==> src/rtl/dcp_pkg.sv <==
// Shared constants and state encoding for the debug-unit scan/print path.
package dcp_pkg;

   localparam logic [7:0] ASCII_CR = 8'h0D;
   localparam logic [7:0] ASCII_BS = 8'h08;
   localparam logic [7:0] ASCII_SP = 8'h20;

   localparam logic [2:0] ST_IDLE = 3'd0;
   localparam logic [2:0] ST_WAIT = 3'd1;
   localparam logic [2:0] ST_PROC = 3'd2;
   localparam logic [2:0] ST_ECHO = 3'd3;
   localparam logic [2:0] ST_DONE = 3'd4;

   typedef enum logic [2:0] {
      S_IDLE = ST_IDLE,
      S_WAIT = ST_WAIT,
      S_PROC = ST_PROC,
      S_ECHO = ST_ECHO,
      S_DONE = ST_DONE
   } state_t;

endpackage

==> src/rtl/hex_nibble.sv <==
// Combinational ASCII-to-hex decoder: 0-9, a-f, A-F map to a nibble and set is_hex.
module hex_nibble (
   input  logic [7:0] ascii,
   output logic [3:0] nib,
   output logic       is_hex
);

   // Decode one character; letters land on 10..15 because their low nibble is 1..6.
   always_comb begin
      nib    = 4'h0;
      is_hex = 1'b0;
      if (ascii >= 8'h30 && ascii <= 8'h39) begin
         is_hex = 1'b1;
         nib    = ascii[3:0];
      end else if ((ascii >= 8'h41 && ascii <= 8'h46) ||
                   (ascii >= 8'h61 && ascii <= 8'h66)) begin
         is_hex = 1'b1;
         nib    = ascii[3:0] + 4'd9;
      end
   end

endmodule

==> src/rtl/scan_rx.sv <==
// Receive-side scanner for the debug unit: returns one raw character or a
// hex number terminated by Enter/Space, echoing digits and backspaces.
//
// Handshakes: rx and tx channels use valid/ready. A byte moves on a rising
// clk edge where valid and ready are both 1; the sender holds valid and data
// stable until that edge. req_rx is a level sampled only in IDLE, and ack_rx
// is a one-cycle pulse during which din_rx already holds the new result.
module scan_rx
   import dcp_pkg::*;
#(
   parameter bit ECHO       = 1'b1,
   parameter int MAX_DIGITS = 8
) (
   input  logic        clk,
   input  logic        rst,
   input  logic        req_rx,
   input  logic        type_rx,
   output logic        ack_rx,
   output logic [31:0] din_rx,
   input  logic        vld_rx,
   output logic        rdy_rx,
   input  logic [7:0]  d_rx,
   output logic        vld_tx,
   input  logic        rdy_tx,
   output logic [7:0]  d_tx,
   output state_t      dbg_state
);

   localparam int CW = $clog2(MAX_DIGITS + 1);

   state_t        state, state_nx;
   logic          typ_q;
   logic [7:0]    byte_q;
   logic [31:0]   acc;
   logic [CW-1:0] cnt;
   logic [31:0]   din_q;

   logic [3:0]    nib;
   logic          is_hex;
   logic          do_push;
   logic          do_pop;
   logic          do_load;

   hex_nibble u_hex (
      .ascii  (byte_q),
      .nib    (nib),
      .is_hex (is_hex)
   );

   // State register.
   always_ff @(posedge clk or negedge rst) begin
      if (!rst) state <= S_IDLE;
      else      state <= state_nx;
   end

   // Next-state decode plus accumulator/result strobes.
   always_comb begin
      state_nx = state;
      do_push  = 1'b0;
      do_pop   = 1'b0;
      do_load  = 1'b0;
      case (state)
         S_IDLE: if (req_rx) state_nx = S_WAIT;
         S_WAIT: if (vld_rx) state_nx = S_PROC;
         S_PROC: begin
            if (!typ_q) begin
               state_nx = ECHO ? S_ECHO : S_DONE;
            end else if (is_hex) begin
               state_nx = S_WAIT;
               if (cnt < CW'(MAX_DIGITS)) begin
                  do_push  = 1'b1;
                  state_nx = ECHO ? S_ECHO : S_WAIT;
               end
            end else if (byte_q == ASCII_BS) begin
               state_nx = S_WAIT;
               if (cnt != '0) begin
                  do_pop   = 1'b1;
                  state_nx = ECHO ? S_ECHO : S_WAIT;
               end
            end else if (byte_q == ASCII_CR || byte_q == ASCII_SP) begin
               state_nx = S_DONE;
            end else begin
               state_nx = S_WAIT;
            end
         end
         S_ECHO: if (rdy_tx) state_nx = typ_q ? S_WAIT : S_DONE;
         S_DONE: state_nx = S_IDLE;
         default: state_nx = S_IDLE;
      endcase
      // The result is captured on the way into DONE so it is valid with ack.
      if (state_nx == S_DONE && state != S_DONE) do_load = 1'b1;
   end

   // Request type, received byte, accumulator, digit count and result.
   always_ff @(posedge clk or negedge rst) begin
      if (!rst) begin
         typ_q  <= 1'b0;
         byte_q <= 8'h00;
         acc    <= 32'h0;
         cnt    <= '0;
         din_q  <= 32'h0;
      end else begin
         if (state == S_IDLE && req_rx) begin
            typ_q <= type_rx;
            acc   <= 32'h0;
            cnt   <= '0;
         end
         if (state == S_WAIT && vld_rx) byte_q <= d_rx;
         if (do_push) begin
            acc <= {acc[27:0], nib};
            cnt <= cnt + CW'(1);
         end else if (do_pop) begin
            acc <= acc >> 4;
            cnt <= cnt - CW'(1);
         end
         if (do_load) din_q <= typ_q ? acc : {24'h0, byte_q};
      end
   end

   assign rdy_rx    = (state == S_WAIT);
   assign vld_tx    = (state == S_ECHO);
   assign d_tx      = (state == S_ECHO) ? byte_q : 8'h00;
   assign ack_rx    = (state == S_DONE);
   assign din_rx    = din_q;
   assign dbg_state = state;

endmodule

==> config.mk <==
export PLATFORM = sky130hd
export DESIGN_NAME = scan_rx
export DESIGN_NICKNAME = d
export VERILOG_FILES = /design/src/rtl/dcp_pkg.sv /design/src/rtl/hex_nibble.sv /design/src/rtl/scan_rx.sv
export SDC_FILE = /design/constraint.sdc
export NUM_CORES = 1
export LEC_CHECK = 0
export CAP_MARGIN = 20
export CELL_PAD_IN_SITES_DETAIL_PLACEMENT = 0
export CELL_PAD_IN_SITES_GLOBAL_PLACEMENT = 1
export CORE_MARGIN = 5
export CORE_UTILIZATION = 38
export DETAILED_ROUTE_END_ITERATION = 7
export GPL_TIMING_DRIVEN = 0
export PLACE_DENSITY = 0.84
export SLEW_MARGIN = 20
export SYNTH_ARGS = -nofsm -noshare
export SYNTH_HDL_FRONTEND = slang
export SYNTH_HIERARCHICAL = 1
export SYNTH_SLANG_ARGS = --single-unit
==> constraint.sdc <==
create_clock -name clk -period 2.5 [get_ports clk]
set_input_delay 0.5 -clock clk [delete_from_list [all_inputs] [get_ports clk]]
set_output_delay 0.5 -clock clk [all_outputs]
set_load 0.01 [all_outputs]
==> reports/qor.txt <==
Via density: 5.51
area leader, netlist: dfrtp_1
CTS Hold Bufs: 0
outcome: finished with violations
first-pass GRT wire length: 17500 µm
prevailing post-synth register cell: dfrtp_1
count leader, synth: dfrtp_1
max_cap viols: 0
PortBufs: 59
worst-margin pin slew: 1320 ps
unrepaired setup endpoints after global routing: yes
initial antenna violation count: 0
CTS root buf: clkbuf_8
Slew headroom: 10.9%
Post-synth ARST share: 100%
effective utilization at floorplan: 38.3%
fin crit share: 107%
final setup violation count: 69
Required @ worst endpoint: 2750 ps
critical-path maximum fanout: 5
f_max: 372 MHz
worst hold path class: in2async
H-Tree Level Count: 3
#FFs+latches synth: 80
failing checks: setup timing
VDD IR max: 512 µV
Final HPWL DP: 7020 µm
Overflow after GRT: 0
Seq/Total Area, Yosys: 51.3%
CP Class: reg2reg
Avg WL per Cell: 18.0 µm
largest net degree at the start of global routing: 57
Area Growth Syn to Fin: 37.5%
share of cells above drive strength 1: 25.6%
post-layout minimum cycle time: 2690 ps
synth cell count leaders: 80 x dfrtp_1, 60 x nand3_1, 29 x a221o_1, 28 x and3_1, 28 x nand2_1
Syn Std Cell Area: 3900 µm²
synthesized net count: 388
post-route antenna net violation count: 0
# clock sinks: 80
Final nets: 484
First-pass DRT Iterations: 5
final hold violations: 0
Die ar.: 12400 µm²
EDFF count, synth: 0
routed vias: 3331
clock skew: 10.7 ps
CTS max path bufs: 2
Reg2Reg Setup Slack: -190 ps
crit path DAT: 2930 ps
Yosys top cell area share: 51.3%
Worst Setup Start Kind: flip-flop
CP Capture Type: flip-flop
Antenna diodes: 0
cts bufs inserted: 9
WHS: 47.3 ps
Slew Viols, Final: 0
leakage power: 0.00250 µW
Final WS setup: -185 ps
Cell Rows: 37
Clk Latency, worst-skew pair: 360 ps
Mean Syn Cell Area: 10.6 µm²
violation count after the first detailed-route iteration: 160
gpl congestion: 0.799
vias in the first global route: 3324
Power Density: 1020 nW/µm²
area of the core: 10200 µm²
clock slew at reported path FFs: 80 ps
largest cells by area after synthesis: dfrtp_1 51%, nand3_1 7.7%, a221o_1 7.4%, and3_1 4.5%, nand2_1 2.7%
Ports: 60
Post-Syn Instances: 369
TritonCTS clock tree: built
DRT Wirelength: 10900 µm
Die Y: 111 µm
# DRC: 0
final core occ: 52.7%
post-synthesis cell type count: 50
Die X: 111 µm
GRT Overall Usage: 17.4%
Yosys warnings: 6
[layer usage]
layer,up-vias,GRT usage (%),part of all wire [%]
met5,-,0,0
met4,0,5.35,1.2
met3,13,4.75,4.5
met2,70,28.2,49
met1,1679,22.7,45
li1,1569,-,-
[timing repair]
action,4_1_cts,5_1_grt
cloned,3,4
pin swaps,26,34
endpoints found under the setup margin,76,72
endpoints found under the hold margin,0,0
buffers inserted,17,5
gates resized for setup,35,36
[cell families (layout without fill, tap and decap cells)]
family / after synthesis / after routing / share of synthesized area (%)
simple gates: 160 / 161 / 23.3
fa+ha+maj: 5 / 5 / 1.60
flops: 80 / 80 / 51.3
buf+inv: 38 / 136 / 4.14
mux: 18 / 18 / 4.91
compound gates: 68 / 69 / 14.7
[metrics by stage]
step                      std cells  worst slack (ps)  setup TNS, ps  instance area [µm²]  power, µW
after floorplan                 369             -25.3           -602                 3940       3150
after global routing            605              -293         -15310                 5360       5800
after global placement          564             -2220        -177340                 4700       4110
after detailed placement        565              -461         -25930                 4730       4150
after CTS                       597              -172          -9170                 5170       5320
final                           605              -185          -8980                 5360       5450
[final cells by class]
cell class / count / area [µm²]
buffer: 26 / 164
clock buffer: 12 / 165
clock inverter: 3 / 25.0
fill: 942 / 4820
inverter: 9 / 36.3
multi-input combinational: 253 / 1950
sequential: 80 / 2010
tap: 136 / 170
timing repair buffer: 86 / 846
[critical path, stage by stage (launching register included)]
cell	delay, ps
dfrtp_2	450
inv_2	90
ha_4	130
nand2b_1	60
o211ai_1	260
nand2_1	120
or4_4	480
nor3_4	290
a211oi_2	190
buf_6	220
a221o_1	290
[registers in the layout (all words and copies together) (netlist names)]
| name | flops |
|---|---|
| acc | 32 |
| dbg_state | 3 |
| din_rx | 32 |
| byte_q | 8 |
| cnt | 4 |
| typ_q | 1 |
[cell usage in the layout, fill, tap and decap left out, types with 3 or more instances in the layout]
| cell type | netlist | final |
|---|---|---|
| nor3_1 | 4 | 4 |
| mux2i_1 | 9 | 9 |
| mux2_2 | 9 | 8 |
| inv_1 | 9 | 6 |
| o21ai_2 | 0 | 5 |
| nand2_1 | 28 | 27 |
| nor2_1 | 7 | 5 |
| dfrtp_2 | 0 | 3 |
| a21oi_1 | 6 | 5 |
| a221o_1 | 29 | 29 |
| clkdlybuf4s50_1 | 0 | 58 |
| clkbuf_8 | 0 | 13 |
| nand3_2 | 0 | 25 |
| nand2b_1 | 5 | 5 |
| and2_1 | 9 | 8 |
| buf_6 | 1 | 11 |
| nor3b_1 | 3 | 3 |
| buf_4 | 0 | 19 |
| buf_2 | 9 | 5 |
| a22o_1 | 4 | 4 |
| o21ai_0 | 6 | 6 |
| o21ai_1 | 8 | 3 |
| nand3_1 | 60 | 35 |
| ha_1 | 5 | 3 |
| clkbuf_1 | 19 | 13 |
| dfrtp_1 | 80 | 77 |
| and3_1 | 28 | 28 |
[report_power, final]
group	switching [µW]	internal (µW)	total, µW
Sequential	375	1650	2020
Combinational	1170	1330	2490
Clock	490	442	933
[final timing paths]
path,start,to,depth (start not counted)
max in group asynchronous,rst,din_rx[11],2
min reg2reg,din_rx[22],din_rx[22],2
max,byte_q[0],acc[24],10
min,rst,byte_q[4],1
min in group clk,din_rx[22],din_rx[22],2
max reg2reg,byte_q[0],acc[24],10
(Power assumes the default switching activity.)
